`src/rtl/kyber_pkg.sv`:
```
// rtl/kyber_pkg.sv - shared ML-KEM constants, decoder state type and sizing helper
package kyber_pkg;

   localparam int KYBER_Q = 3329;
   localparam int KYBER_N = 256;
   localparam int MAX_D   = 12;

   typedef enum logic {
      ST_IDLE = 1'b0,
      ST_RUN  = 1'b1
   } dec_state_t;

   function automatic int bytes_per_poly(input int d);
      return 32 * d;
   endfunction

endpackage

```
`src/rtl/byte_decode_bitbuf.sv`:
```
// rtl/byte_decode_bitbuf.sv - D+8 bit LSB-first shift buffer with fill count
// Extract (shift) is applied before append so a byte lands just above the surviving bits.
module byte_decode_bitbuf
#(
   parameter int D  = 12,
   parameter int CW = 5
) (
   input  logic          clk,
   input  logic          rst_n,
   input  logic          clear,
   input  logic          shift,
   input  logic          append,
   input  logic [7:0]    din,
   output logic [D-1:0]  data,
   output logic [CW-1:0] cnt,
   output logic [CW-1:0] cnt_after
);

   localparam int W = D + 8;

   logic [W-1:0]  sbuf_q;
   logic [W-1:0]  shifted;
   logic [CW-1:0] cnt_q;

   always_comb begin
      shifted   = shift ? (sbuf_q >> D) : sbuf_q;
      cnt_after = shift ? (cnt_q - CW'(D)) : cnt_q;
   end

   // Bits above cnt are always zero, so OR-ing the new byte in is safe.
   always_ff @(posedge clk or negedge rst_n) begin
      if (!rst_n) begin
         sbuf_q <= '0;
         cnt_q  <= '0;
      end else if (clear) begin
         sbuf_q <= '0;
         cnt_q  <= '0;
      end else if (append) begin
         sbuf_q <= shifted | (W'(din) << cnt_after);
         cnt_q  <= cnt_after + CW'(8);
      end else begin
         sbuf_q <= shifted;
         cnt_q  <= cnt_after;
      end
   end

   assign data = sbuf_q[D-1:0];
   assign cnt  = cnt_q;

endmodule

```
`src/rtl/byte_decode_stream.sv`:
```
// rtl/byte_decode_stream.sv - streaming ByteDecode_d: bytes in, 256 D-bit coefficients out
// Optional macro BYTE_DECODE_MODQ_CHECK_EN adds the sticky coefficient >= Q flag for D=12.
module byte_decode_stream
   import kyber_pkg::*;
#(
   parameter int D = 12,
   parameter int Q = KYBER_Q
) (
   input  logic         clk,
   input  logic         rst_n,
   input  logic         start_i,
   input  logic         byte_valid_i,
   input  logic [7:0]   byte_i,
   output logic         byte_ready_o,
   output logic         coef_valid_o,
   output logic [D-1:0] coef_o,
   output logic         coef_last_o,
   input  logic         coef_ready_i,
   output logic         done_o,
   output logic         err_o
);

   localparam int            CW         = $clog2(D + 9);
   localparam logic [CW-1:0] D_C        = CW'(D);
   localparam logic [8:0]    BYTES_INIT = 9'(bytes_per_poly(D));
   localparam logic [8:0]    COEFS_INIT = 9'(KYBER_N);

   dec_state_t    state_q;
   dec_state_t    state_d;
   logic          run;
   logic          hs;
   logic          last_hs;
   logic          emit;
   logic          accept;
   logic [8:0]    bytes_left_q;
   logic [8:0]    coefs_left_q;
   logic [D-1:0]  raw;
   logic [D-1:0]  reduced;
   logic [CW-1:0] cnt;
   logic [CW-1:0] cnt_after;

   always_ff @(posedge clk or negedge rst_n) begin
      if (!rst_n) state_q <= ST_IDLE;
      else        state_q <= state_d;
   end

   always_comb begin
      state_d = state_q;
      case (state_q)
         ST_IDLE: if (start_i) state_d = ST_RUN;
         ST_RUN: begin
            if (start_i)      state_d = ST_RUN;
            else if (last_hs) state_d = ST_IDLE;
         end
         default: state_d = ST_IDLE;
      endcase
   end

   always_comb begin
      run     = (state_q == ST_RUN);
      hs      = coef_valid_o && coef_ready_i;
      last_hs = hs && coef_last_o;
   end

   // Readiness looks at the fill count after this cycle's extract, hence the path from coef_ready_i.
   assign emit         = run && (cnt >= D_C) && (coefs_left_q != 9'd0) && (!coef_valid_o || coef_ready_i);
   assign byte_ready_o = run && (bytes_left_q != 9'd0) && (cnt_after <= D_C);
   assign accept       = byte_valid_i && byte_ready_o;

   byte_decode_bitbuf #(
      .D  (D),
      .CW (CW)
   ) u_bitbuf (
      .clk       (clk),
      .rst_n     (rst_n),
      .clear     (start_i),
      .shift     (emit),
      .append    (accept),
      .din       (byte_i),
      .data      (raw),
      .cnt       (cnt),
      .cnt_after (cnt_after)
   );

   generate
      if (D == MAX_D) begin : g_reduce
         localparam logic [D-1:0] Q_C = D'(Q);
         assign reduced = (raw >= Q_C) ? (raw - Q_C) : raw;
      end else begin : g_pass
         assign reduced = raw;
      end
   endgenerate

   always_ff @(posedge clk or negedge rst_n) begin
      if (!rst_n) begin
         bytes_left_q <= '0;
         coefs_left_q <= '0;
         coef_valid_o <= 1'b0;
         coef_o       <= '0;
         coef_last_o  <= 1'b0;
         done_o       <= 1'b0;
      end else if (start_i) begin
         bytes_left_q <= BYTES_INIT;
         coefs_left_q <= COEFS_INIT;
         coef_valid_o <= 1'b0;
         coef_o       <= '0;
         coef_last_o  <= 1'b0;
         done_o       <= 1'b0;
      end else begin
         done_o <= last_hs;
         if (accept) bytes_left_q <= bytes_left_q - 9'd1;
         if (emit) begin
            coef_valid_o <= 1'b1;
            coef_o       <= reduced;
            coef_last_o  <= (coefs_left_q == 9'd1);
            coefs_left_q <= coefs_left_q - 9'd1;
         end else if (hs) begin
            coef_valid_o <= 1'b0;
            coef_last_o  <= 1'b0;
         end
      end
   end

`ifdef BYTE_DECODE_MODQ_CHECK_EN
   generate
      if (D == MAX_D) begin : g_modq_chk
         localparam logic [D-1:0] QCHK = D'(Q);
         logic err_q;
         always_ff @(posedge clk or negedge rst_n) begin
            if (!rst_n)                      err_q <= 1'b0;
            else if (start_i)                err_q <= 1'b0;
            else if (emit && (raw >= QCHK))  err_q <= 1'b1;
         end
         assign err_o = err_q;
      end else begin : g_no_chk
         assign err_o = 1'b0;
      end
   endgenerate
`else
   assign err_o = 1'b0;
`endif

endmodule

```
`config.mk`:
```
export PLATFORM = sky130hd
export DESIGN_NAME = byte_decode_stream
export DESIGN_NICKNAME = d
export VERILOG_FILES = /design/src/rtl/kyber_pkg.sv /design/src/rtl/byte_decode_bitbuf.sv /design/src/rtl/byte_decode_stream.sv
export SDC_FILE = /design/constraint.sdc
export NUM_CORES = 1
export LEC_CHECK = 0
export ABC_AREA = 1
export CAP_MARGIN = 20
export CORE_ASPECT_RATIO = 1.2
export CORE_MARGIN = 4
export CORE_UTILIZATION = 40
export DETAILED_ROUTE_END_ITERATION = 6
export PLACE_DENSITY = 0.57
export REMOVE_ABC_BUFFERS = 1
export SETUP_SLACK_MARGIN = 0.1
export SLEW_MARGIN = 5
export SYNTH_ARGS = -nofsm -noshare
export SYNTH_HDL_FRONTEND = slang
export SYNTH_SLANG_ARGS = --single-unit
```
`constraint.sdc`:
```
create_clock -name clk -period 2.54 [get_ports clk]
set_input_delay 0.254 -clock clk [delete_from_list [all_inputs] [get_ports clk]]
set_output_delay 0.254 -clock clk [all_outputs]
set_load 0.02 [all_outputs]
```
; ---- Word-level counts from Yosys, hierarchy flattened
; Cells that the tools add are included.
[op_classes]
n_addsub = 5
order_cmp = 3
n_eq_ne = 1
n_shift = 1
muxes = 23
bitwise = 2
n_reduce_logical = 15
[op_table]
columns = cell, count
row1 = $mux W20, 3
row2 = $mux W12, 3
row3 = $mux W9, 4
row4 = $or A20 B20 Y20, 1
row5 = $shl A8 B5 Y20, 1
row6 = $reduce_bool A9 Y1, 2
row7 = $sub A9 B1 Y9 const B, 2
row8 = $mux W5, 3
row9 = $ge A12 B12 Y1 const B, 1
row10 = $sub A12 B12 Y12 const B, 1
row11 = $eq A9 B1 Y1 const B, 1
row12 = $mux W1, 9
row13 = $logic_and A1 B1 Y1, 8
row14 = $add A5 B4 Y5 const B, 1
row15 = $ge A5 B4 Y1 const B, 1
row16 = $le A5 B4 Y1 const B, 1
row17 = $sub A5 B4 Y5 const B, 1
row18 = $reduce_bool A2 Y1, 2
row19 = $reduce_bool A3 Y1, 1
row20 = $pmux W1 S2, 1
row21 = $logic_not A1 Y1, 1
row22 = $logic_or A1 B1 Y1, 1
row23 = $not A1 Y1, 1
[totals]
register_bits = 59

; ---- Logic depth before layout (Yosys ltp)
; Gate-level depths: netlist (run 1).
[depth]
ltp_word = 10
mapped_depth = 18
depth_no_buf = 17

; ---- Modules after synthesis
; Synthesis (run 1) repeated with hierarchy kept, for this count alone.
[hier_totals]
cells_unflattened = 468
hier_area_um2 = 3524.6
[modules_own_cells]
columns = module, n_inst, cells_per_inst, area_per_inst_um2
row1 = byte_decode_stream, 1, 286, 2098.3
row2 = byte_decode_bitbuf, 1, 182, 1426.4

; ---- Worst setup path after synthesis (run 1)
; OpenSTA, ideal clock, no wires.
[synth_timing]
path_type = reg2reg
from = register u_bitbuf.cnt_q[2], in the netlist u_bitbuf.cnt[2]
to = register bytes_left_q[8]
setup_ps = 123
arrival_time_ps = 2167
path_slack_ps = 250
stages_incl_launch_ff = 18
period_less_slack_ps = 2290
path_cell_list = dfrtp_1 > ha_1 > ha_1 > nor2_1 > nand2_1 > inv_1 > nor2_4 > nand2_4 > nand2_2 > nand2_4 > inv_2 > buf_6 > ha_1 > nand3_4 > nand3_2 > buf_6 > o21ai_0 > nand2_1
[synth_via]
elab_chain_len = 9
word_cells_on_any_way = 10
classes_between = add/sub (1) / order compare (2) / mux (1) / reduce/logical (6)
[synth_rtl]
columns = item, line_no
row1 = from (decl), byte_decode_bitbuf.sv:23  ; logic [CW-1:0] cnt_q;
row2 = from (signal assigned), byte_decode_bitbuf.sv:40  ; cnt_q <= cnt_after + CW'(8);
row3 = from (signal assigned), byte_decode_bitbuf.sv:43  ; cnt_q <= cnt_after;
row4 = $ge A5 B4 Y1, byte_decode_stream.sv:66  ; assign emit = run && (cnt >= D_C) && (coefs_left_q != 9'd0) && (!coef_valid_o || coef_ready_i);
row5 = $logic_and A1 B1 Y1 (3 in series), byte_decode_stream.sv:66
row6 = $mux W5 *, byte_decode_bitbuf.sv:27  ; cnt_after = shift ? (cnt_q - CW'(D)) : cnt_q;
row7 = $le A5 B4 Y1 *, byte_decode_stream.sv:67  ; assign byte_ready_o = run && (bytes_left_q != 9'd0) && (cnt_after <= D_C);
row8 = $logic_and A1 B1 Y1 *, byte_decode_stream.sv:67
row9 = $logic_and A1 B1 Y1 *, byte_decode_stream.sv:68  ; assign accept = byte_valid_i && byte_ready_o;
row10 = $reduce_bool A2 Y1 (no source line) *, n/a
row11 = to (signal assigned), byte_decode_stream.sv:111  ; if (accept) bytes_left_q <= bytes_left_q - 9'd1;
row12 = to (decl), byte_decode_stream.sv:35  ; logic [8:0] bytes_left_q;
; Mark *: on every way between the ends. The rest lies on a longest branch, timed or not.
; A chain may end at the register's enable or synchronous reset.

; ---- Worst setup path after layout (run 1)
[layout_timing]
from = register u_bitbuf.cnt_q[2], in the netlist u_bitbuf.cnt[2]
to = output byte_ready_o
[layout_via]
elab_chain_len = 7
word_cells_on_any_way = 8
classes_between = add/sub (1) / order compare (2) / mux (1) / reduce/logical (4)
[layout_rtl]
columns = item, line_no
row1 = $ge A5 B4 Y1, byte_decode_stream.sv:66
row2 = $logic_and A1 B1 Y1 (3 in series), byte_decode_stream.sv:66
row3 = $mux W5 *, byte_decode_bitbuf.sv:27
row4 = $le A5 B4 Y1 *, byte_decode_stream.sv:67
row5 = $logic_and A1 B1 Y1 *, byte_decode_stream.sv:67
row6 = to (decl), byte_decode_stream.sv:14  ; output logic byte_ready_o,
; Marked as above.

==> results of run 1 <==
layer usage:
metal	GRT usage [%]	vias up	wire (um)
met4	7.11	0	150
met3	3.22	12	209
met2	29.5	36	3820
met5	0	-	0
met1	22.0	1360	3770
li1	-	1535	-
path summary, 6_finish.rpt:
path | from | to | slack [ns] | cells after the start
max in group asynchronous | rst_n | done_o | 1.86 | 2
min in group clk | coef_o[11] | coef_o[11] | 0.48 | 2
setup reg to reg | u_bitbuf.cnt[2] | u_bitbuf.sbuf_q[5] | 0.16 | 20
setup / recovery | u_bitbuf.cnt[2] | byte_ready_o | 0.12 | 17
hold reg to reg | coef_o[11] | coef_o[11] | 0.48 | 2
hold / removal | rst_n | coef_o[6] | -0.02 | 1
state kept, by name (all words and copies together), names as in the netlist:
name and flops:
bytes_left_q 9, coef_last_o 1, coef_o 12, coef_valid_o 1
coefs_left_q 9, done_o 1, run 1, u_bitbuf.cnt 3
u_bitbuf.sbuf_q 20
what timing repair did:
item	4_1_cts	5_1_grt
setup endpoints to repair	40	29
hold endpoints to repair	0	0
setup buffers	1	2
gates resized for setup	14	20
pin swaps	3	4
worst register-to-register path: cells and delay by family, from the launching register on:
family | cells | cell delay, ns
buffers and inverters | 8 | 0.97
DFF | 1 | 0.38
and+or+nand+nor | 11 | 0.81
adders and majority gates | 1 | 0.15
cell families after synthesis:
group,after synthesis,synth area share (%)
xor gates and xnor gates,11,2.93
DFF,57,43.3
and+or+nand+nor,243,32.7
other,1,0.114
adders and majority gates,9,3.42
buffers and inverters,58,7.37
AOI/OAI and AO/OA,65,10.1
layout make-up:
class | count | area share, %
repair buffers | 56 | 12.2
well taps | 95 | 2.84
clock inverters | 5 | 2.45
inverters | 46 | 4.30
flip-flops and latches | 57 | 34.0
multi-input cells | 329 | 40.8
clock buffers | 11 | 3.37
synth_stat cells, drive strengths merged:
cell	instances
a21oi	15
a31oi	1
buf	8
clkbuf	4
conb	1
dfrtp	57
ha	9
inv	46
nand2	138
nand3	28
nand3b	1
nand4	10
nor2	59
nor3	4
nor4	1
o21ai	44
o22ai	5
or2	2
xnor2	2
xor2	9
layout by cell type (no fill, tap or decap), types with 7 or more instances in the layout:
cell type | netlist | layout
clkdlybuf4s50_1 | 0 | 26
dfrtp_1 | 57 | 57
o21ai_1 | 7 | 7
o21ai_0 | 37 | 37
xor2_1 | 9 | 9
a21oi_1 | 15 | 14
nor2_1 | 55 | 50
nand3_1 | 26 | 25
buf_4 | 1 | 24
clkbuf_8 | 0 | 10
nor2_2 | 2 | 7
nand4_1 | 10 | 10
inv_1 | 41 | 38
nand2_1 | 129 | 128
where the power goes:
group | total (mW) | switching (mW) | internal (mW)
registers | 1.38 | 0.204 | 1.18
clock network | 1.05 | 0.375 | 0.677
logic | 3.20 | 1.95 | 1.25
total | 5.63 | 2.52 | 3.11
stage by stage:
stage	cells	utilization (%)	area [um2]	TNS, ns
6_report	599	52.0	4190	0
3_3_place_gp	580	47.3	3820	-0.0649
2_1_floorplan	432	-	3220	0
4_1_cts	597	50.7	4090	0
5_1_grt	599	52.0	4190	-0.00415
3_5_place_dp	580	47.3	3820	-0.378
==> run_results.csv, run 1 <==
group,metric,value,unit
clock_tree,clockBufferDepth,2,
grt,grt_max_degree,34,
synthesis,netlist_instances,444,
die,dieHeight,107,um
synthesis,netlist_top_cells_area,"dfrtp_1, nand2_1, nor2_1",
sta,rsz0062_at_grt,"yes",
finish,fillerInstances,804,
sta,hold_ws,-0.0176,ns
place,gp_congestion,0.883,
critical_path,timing_worst_setup_path_type,"flop to output port",
synthesis,ys_ff_latch,57,
power_and_ir_drop,ir_drop,0.703,mV
critical_path,cp.arrival,2.16,ns
route,drc,0,
power_and_ir_drop,power,5.63,mW
critical_path,cp_max_fo,5,
critical_path,crit_chain,"buf_4 -> buf_4 -> buf_4 -> nand2_1 -> nand2_1 -> inv_2 -> nor2_4 -> buf_6 -> nand2_8 -> nand2_4 -> nand2_4 -> inv_4 -> ha_4 -> nand3_4 -> nand2_2 -> inv_2 -> buf_6",
route,antenna_left,0,
sta,min_period_over_period,95.1,%
sta,fin_skew,0.00892,ns
place,numPortBuffers,28,
finish,multi_input_area,1710,um2
finish,drive_gt1_share,16.3,%
sta,relSlewSlack,49.8,%
sta,postLayoutSetupSlackWorst,0.125,ns
die,die_w,90.8,um
critical_path,critPathLaunchType,"flop",
die,core-area,8060,um2
die,io_pins,30,
synthesis,seq_area_frac_synth,43.3,%
finish,antenna_cells,0,
grt,grt_overflow,0,
grt,track_usage,17.4,%
grt,antenna_found_initial,0,
route,drt_iter0_drc,110,
sta,final-setup-viol-count,0,
clock_tree,path_clk_slew,0.07,ns
flow_run,drv_cap,0,
route,wl_per_cell,13.3,um
finish,seq_area,1430,um2
critical_path,cp_data_required_time,2.29,ns
power_and_ir_drop,power.density,1340,nW/um2
clock_tree,clk_latency,0.34,ns
finish,nets,521,
grt,grt_pass1_vias,3009,
critical_path,crit_path_top_delay_cell,"dfrtp_1",
synthesis,syn_avg_cell_area,7.41,um2
synthesis,syn-cell-area,3290,um2
route,wirelength,7940,um
sta,finalHoldViolCount,29,
place,pre_cts_slack,-0.121,ns
critical_path,end_kind,"output port",
grt,grt_pass1_wl,13700,um
sta,drv_slew,0,
clock_tree,cts_made_buffers,9,
clock_tree,htreeDepth,3,
min_path,hold_class,"primary input to asynchronous set/reset pin",
critical_path,path_delay_family,"buffers and inverters",
die,num_rows,36,
route,vias,2943,
clock_tree,ctsHoldBuffers,0,
synthesis,yosysTopAreaCellShare,43.3,%
synthesis,yosysTopAreaCell,"dfrtp_1",
die,initial_utilization,40.8,%
clock_tree,root_buffer,"clkbuf_8",
critical_path,max_stage_delay,0.38,ns
clock_tree,cts_tree,"yes",
power_and_ir_drop,total_leakage_power,2.03,nW
critical_path,path_buf_inv,8,
sta,timing.fmax,414,MHz
synthesis,synth_warnings,0,
route,via_per_inst,4.91,
sta,worst_pin_slew,0.754,ns
sta,min_period,2.42,ns
status,violations,"negative hold slack",
synthesis,synth_cell_type_count,31,
route,first_pass_iters,4,
critical_path,cp_common_cell,"buf_4",
clock_tree,clock-sinks,57,
finish,area_growth,27.3,%
status,status,"finished with violations",
die,die_area,9750,um2
place,hpwl,5880,um
Note: power is estimated with default switching activity, not from simulation.
==> run 2, diff against run 1 <==
--- a/config.mk
+++ b/config.mk
@@ -11,6 +11,7 @@
 export CORE_MARGIN = 4
 export CORE_UTILIZATION = 40
 export DETAILED_ROUTE_END_ITERATION = 6
+export MAX_ROUTING_LAYER = met4
 export PLACE_DENSITY = 0.57
 export REMOVE_ABC_BUFFERS = 1
 export SETUP_SLACK_MARGIN = 0.1
==> run 2 against run 1 <==
  * The flow now finishes without violations
  * Register-to-register slack gained 0.06 ns
  * Via count grew 0.34%
  * Non-clock buffer count grew 3
  * Worst setup slack gained 0.024 ns
  * Clock skew shrank 0.0027 ns
  * Power shrank 5.4%
  * Combinational power is essentially flat
  * Clock power shrank 28%
  * Cell count grew 0.50%
  * Sequential share of layout area grew 0.62 points
  * Global-route usage grew 0.079 points
  * Final area shrank 1.8%
  * Largest cell class unchanged
==> run_results.csv, run 2 (synthesized netlist as in run 1, its figures left out) <==
group,metric,value,unit
finish,mostFrequentLayoutCell,"nand2_1",
critical_path,timing_worst_setup_path_type,"flop to output port",
clock_tree,clockBufferDepth,2,
critical_path,cp_data_required_time,2.29,ns
die,die_w,90.8,um
critical_path,crit_chain,"ha_2 -> ha_4 -> nor2_2 -> nand2_1 -> inv_2 -> nor2_4 -> buf_6 -> nand2_8 -> nand2_4 -> nand2_4 -> inv_4 -> ha_4 -> nand3_4 -> nand2_2 -> inv_2 -> buf_6",
clock_tree,cts_tree,"yes",
critical_path,end_kind,"output port",
place,place_inst,580,
die,io_pins,30,
route,wl_per_cell,13.2,um
sta,drv_slew,0,
die,die_area,9750,um2
clock_tree,root_buffer,"clkbuf_8",
power_and_ir_drop,p_comb_share,59.9,%
clock_tree,clk_latency,0.34,ns
power_and_ir_drop,total_leakage_power,2.00,nW
flow_run,drv_cap,0,
grt,grt_pass1_vias,2750,
power_and_ir_drop,power.density,1300,nW/um2
finish,top_regs,"u_bitbuf.sbuf_q: 20 flops, coef_o: 12 flops",
power_and_ir_drop,clkPwrFrac,14.2,%
route,wirelength,7970,um
critical_path,max_stage_delay,0.39,ns
critical_path,critPathLaunchType,"flop",
finish,largest_reg_flops,20,
power_and_ir_drop,switching_share,47.7,%
die,core-area,8060,um2
sta,setup_tns,0,ns
clock_tree,cts_made_buffers,9,
place,postPlaceCellArea,3800,um2
sta,fin_skew,0.00617,ns
power_and_ir_drop,ir_drop,0.663,mV
min_path,hold_depth,2,
clock_tree,clock-sinks,57,
finish,fillerInstances,800,
critical_path,r2r_slack,0.22,ns
grt,antenna_found_initial,0,
sta,final-setup-viol-count,0,
clock_tree,htreeDepth,3,
grt,track_usage,17.5,%
place,hpwl,5940,um
sta,worst_pin_slew,0.729,ns
place,gp_congestion,0.907,
place,numPortBuffers,28,
critical_path,cp_max_fo,4,
power_and_ir_drop,power_switching,2.55,mW
power_and_ir_drop,sequentialPowerShare,25.9,%
finish,top_register,"u_bitbuf.sbuf_q",
sta,min_period_over_period,94.1,%
die,initial_utilization,40.8,%
finish,drive_gt1_share,16.4,%
finish,area_growth,25.0,%
grt,grt_pass1_wl,13100,um
critical_path,crit_path_top_delay_cell,"dfrtp_1",
sta,relSlewSlack,51.4,%
critical_path,rr_worst_depth,19,
status,status,"completed",
route,antenna_left,0,
power_and_ir_drop,p_int,2.79,mW
die,num_rows,36,
finish,fin_area,4120,um2
route,via_per_inst,4.91,
finish,antenna_cells,0,
finish,most-common-layout-cells,"nand2_1, dfrtp_1, nor2_1, inv_1, o21ai_0",
die,dieHeight,107,um
sta,timing.fmax,418,MHz
sta,rsz0062_at_grt,"yes",
sta,finalHoldViolCount,0,
route,drc,0,
route,vias,2953,
clock_tree,path_clk_slew,0.07,ns
critical_path,cp.arrival,2.14,ns
sta,min_period,2.39,ns
min_path,hold_class,"flop to flop",
power_and_ir_drop,power,5.33,mW
finish,nets,524,
grt,grt_overflow,0,
finish,instances_no_fill,602,
route,drt_iter0_drc,146,
grt,grt_max_degree,33,
route,first_pass_iters,4,
run 2: critical path, delay by kind of cell, from the launching register on:
family	cells	cell delay [ns]
AND/OR/NAND/NOR	8	0.52
flip-flops	1	0.39
buffers and inverters	5	0.37
adder cells (fa/ha/maj)	3	0.52
run 2: power by group through the flow:
stage	Combinational, mW	Clock (mW)	Sequential (mW)
CTS	3.01	0.779	1.38
global route	3.61	0.825	1.42
detailed placement	2.94	0	1.39
global placement	2.91	0	1.39
floorplan	1.98	0	1.40
finish	3.19	0.755	1.38
run 2: final cells by class:
class / count / area [um2] / area share (%)
clock inverters: 7 / 46.3 / 1.12
flip-flops and latches: 57 / 1430 / 34.7
clock buffers: 9 / 124 / 3.01
multi-input cells: 329 / 1700 / 41.3
well taps: 95 / 119 / 2.89
repair buffers: 59 / 523 / 12.7
inverters: 46 / 175 / 4.26
run 2: per-stage QoR:
stage	utilization (%)	hold slack (ns)	setup WS, ns
floorplan	-	-0.0416	0.109
global placement	47.2	0.359	-0.0614
detailed placement	47.2	0.362	-0.131
CTS	49.7	0.484	0.0179
global route	51.0	0.500	0.0253
finish	51.0	0.477	0.149
run 2: path summary, 6_finish.rpt:
path	startpoint	end
setup reg to reg	u_bitbuf.cnt[3]	u_bitbuf.sbuf_q[7]
min in group asynchronous	rst_n	coef_o[10]
hold / removal	coef_o[3]	coef_o[3]
setup / recovery	u_bitbuf.cnt[3]	byte_ready_o
max in group asynchronous	rst_n	coefs_left_q[7]
hold reg to reg	coef_o[3]	coef_o[3]
run 2: timing repair:
item / 4_1_cts / 5_1_grt
setup endpoints to repair: 39 / 41
gates resized for setup: 11 / 21
pin swaps: 0 / 10
hold buffers: 1 / 0
endpoints found under the hold margin: 30 / 0
gates cloned: 0 / 0
buffers inserted: 1 / 4
run 2: per-layer routing:
metal	up-vias	global-route usage [%]	part of all wire (%)
met5	-	-	0
met3	13	3.99	3.2
li1	1541	-	-
met2	50	28.1	49
met1	1349	22.0	46
met4	0	5.82	1.7
==> run 3, diff against run 2 <==
--- a/config.mk
+++ b/config.mk
@@ -11,6 +11,7 @@
 export CORE_MARGIN = 4
 export CORE_UTILIZATION = 40
 export DETAILED_ROUTE_END_ITERATION = 6
+export GPL_TIMING_DRIVEN = 0
 export MAX_ROUTING_LAYER = met4
 export PLACE_DENSITY = 0.57
 export REMOVE_ABC_BUFFERS = 1
==> run 3 against run 2 <==
  * Cell count is 0.17% lower
  * Routed wire length is 2.1% lower
  * Non-clock buffer count is 3 lower
  * Critical path depth is 2 lower
  * Clock skew is 0.00074 ns higher
  * Core utilization is 2.2 points higher
  * Hold slack worse by 0.056 ns
  * Register-to-register slack worse by 0.04 ns
  * Critical path type unchanged
  * Largest cell class unchanged
  * Largest power group unchanged
==> run_results.csv, run 3 (synthesized netlist as in run 1, its figures left out) <==
group,metric,value,unit
power_and_ir_drop,total_leakage_power,2.05,nW
grt,antenna_found_initial,0,
power_and_ir_drop,clkPwrFrac,15.6,%
finish,antenna_cells,0,
place,numPortBuffers,28,
critical_path,cp_max_fo,8,
route,vias,2930,
status,status,"completed",
place,gp_congestion,0.858,
finish,fillerInstances,777,
grt,grt_pass1_wl,12900,um
clock_tree,clockBufferDepth,2,
die,io_pins,30,
clock_tree,clock-sinks,57,
clock_tree,root_buffer,"clkbuf_8",
critical_path,critPathLaunchType,"flop",
sta,rsz0062_at_grt,"yes",
clock_tree,htreeDepth,3,
sta,finalHoldViolCount,0,
flow_run,drv_cap,0,
power_and_ir_drop,power_switching,2.61,mW
finish,drive_gt1_share,20.2,%
power_and_ir_drop,p_int,3.06,mW
route,wl_per_cell,13.0,um
place,place_inst,558,
place,hpwl,5540,um
finish,multi_input_area,1800,um2
route,drt_iter0_drc,87,
finish,most-common-layout-cells,"nand2_1, dfrtp_1, nor2_1, inv_1, o21ai_0",
clock_tree,clk_latency,0.33,ns
critical_path,cp_data_required_time,2.29,ns
route,via_per_inst,4.88,
critical_path,crit_path_top_delay_cell,"dfrtp_1",
route,antenna_left,0,
sta,timing.fmax,403,MHz
sta,min_period,2.48,ns
sta,min_period_over_period,97.7,%
die,core-area,8060,um2
min_path,hold_class,"primary input to asynchronous set/reset pin",
route,wirelength,7800,um
route,first_pass_iters,4,
power_and_ir_drop,power,5.67,mW
sta,final-setup-viol-count,0,
power_and_ir_drop,switching_share,46.1,%
critical_path,path_buf_inv,4,
power_and_ir_drop,sequentialPowerShare,24.8,%
critical_path,cp.arrival,2.23,ns
grt,grt_max_degree,39,
finish,largest_reg_flops,20,
power_and_ir_drop,ir_drop,0.605,mV
power_and_ir_drop,power.density,1320,nW/um2
sta,drv_slew,0,
sta,worst_pin_slew,1.06,ns
route,drc,0,
die,die_area,9750,um2
finish,mostFrequentLayoutCell,"nand2_1",
die,num_rows,36,
finish,area_growth,30.3,%
sta,relSlewSlack,29.5,%
critical_path,crit_chain,"ha_2 -> ha_4 -> nor2_4 -> nand2_2 -> inv_2 -> nor2_4 -> nand2_8 -> nand2_4 -> nand2_4 -> buf_4 -> nor2_8 -> nand2_2 -> inv_2 -> buf_6",
clock_tree,cts_tree,"yes",
die,initial_utilization,40.8,%
die,die_w,90.8,um
grt,grt_pass1_vias,2726,
die,dieHeight,107,um
clock_tree,cts_made_buffers,9,
finish,nets,523,
finish,top_regs,"u_bitbuf.sbuf_q: 20 flops, coef_o: 12 flops",
critical_path,timing_worst_setup_path_type,"flop to output port",
critical_path,max_stage_delay,0.38,ns
clock_tree,path_clk_slew,0.07,ns
critical_path,path_delay_family,"simple AND/OR/NAND/NOR gates",
finish,seq_area,1430,um2
critical_path,end_kind,"output port",
finish,instances_no_fill,601,
grt,track_usage,17.0,%
sta,fin_skew,0.00691,ns
finish,top_register,"u_bitbuf.sbuf_q",
power_and_ir_drop,p_comb_share,59.6,%
grt,grt_overflow,0,
[run 3: cell count changes in the layout (fill, tap and decap cells not counted), sizes merged]
cell,delta
clkinv,-2
bufinv,+1
clkinvlp,-1
nand3,+1
buf,-3
clkdlybuf4s15,+1
clkbuf,+5
nand2,+1
inv,-3
clkdlybuf4s50,-1
[run 3: what timing repair did]
action | in CTS | in global routing
hold buffers | 1 | 0
resized for setup | 9 | 59
hold endpoints to repair | 19 | 0
cloned | 0 | 2
endpoints found under the setup margin | 33 | 45
pin swaps | 3 | 21
setup buffers | 5 | 19
[run 3: worst reg2reg max path, cell delays in order (launching register included)]
cell and delay (ns):
dfrtp_1 0.38, ha_2 0.21, ha_4 0.15, nor2_4 0.04, nand2_2 0.06, inv_2 0.04
nor2_4 0.22, nand3_2 0.12, nand2_4 0.09, clkinvlp_4 0.10, ha_4 0.17, nand3_4 0.07
buf_12 0.12, nand3_4 0.13, buf_6 0.18, nand2_4 0.09, nand2_1 0.05, o21ai_1 0.07
[run 3: worst paths after layout]
| path | startpoint | to | slack [ns] | depth (start not counted) |
|---|---|---|---|---|
| max reg2reg | u_bitbuf.cnt[3] | bytes_left_q[4] | 0.18 | 17 |
| min reg2reg | bytes_left_q[8] | bytes_left_q[8] | 0.47 | 2 |
| max | u_bitbuf.cnt[3] | byte_ready_o | 0.06 | 14 |
| min in group clk | bytes_left_q[8] | bytes_left_q[8] | 0.47 | 2 |
| max in group asynchronous | rst_n | u_bitbuf.sbuf_q[15] | 1.54 | 3 |
| min | rst_n | coefs_left_q[2] | 0.42 | 2 |
[run 3: power by group through the flow]
stage          combinational [mW]  sequential, mW  clock, mW
6_report                     3.38            1.41      0.885
5_1_grt                      3.83            1.44      0.953
4_1_cts                      2.80            1.39      0.916
3_5_place_dp                 2.66            1.41          0
3_3_place_gp                 2.61            1.40          0
2_1_floorplan                1.98            1.40          0
[run 3: metrics by stage]
step           instance area [um2]  utilization (%)  worst slack (ns)  hold WS (ns)  TNS [ns]
2_1_floorplan                 3220                -             0.109       -0.0416         0
3_3_place_gp                  3620             44.9            -0.692         0.459    -51.48
3_5_place_dp                  3660             45.4            -0.465         0.255     -9.11
4_1_cts                       3930             48.7           -0.0736         0.433   -0.0736
5_1_grt                       4290             53.2           -0.0777         0.467   -0.0777
6_report                      4290             53.2            0.0593         0.422         0
[run 3: final cells by class]
type,instances,share of cell area [%]
clock inverter,2,0.817
sequential,57,33.3
tap,95,2.77
clock buffer,14,4.02
timing repair buffer,56,12.5
multi-input combinational,331,42.1
inverter,46,4.55
[run 3: per-layer routing]
layer,wire [um],GRT usage [%],vias up
li1,-,-,1545
met2,3940,28.9,33
met3,216,2.73,7
met1,3540,20.7,1345
met4,108,6.14,0
met5,0,-,-
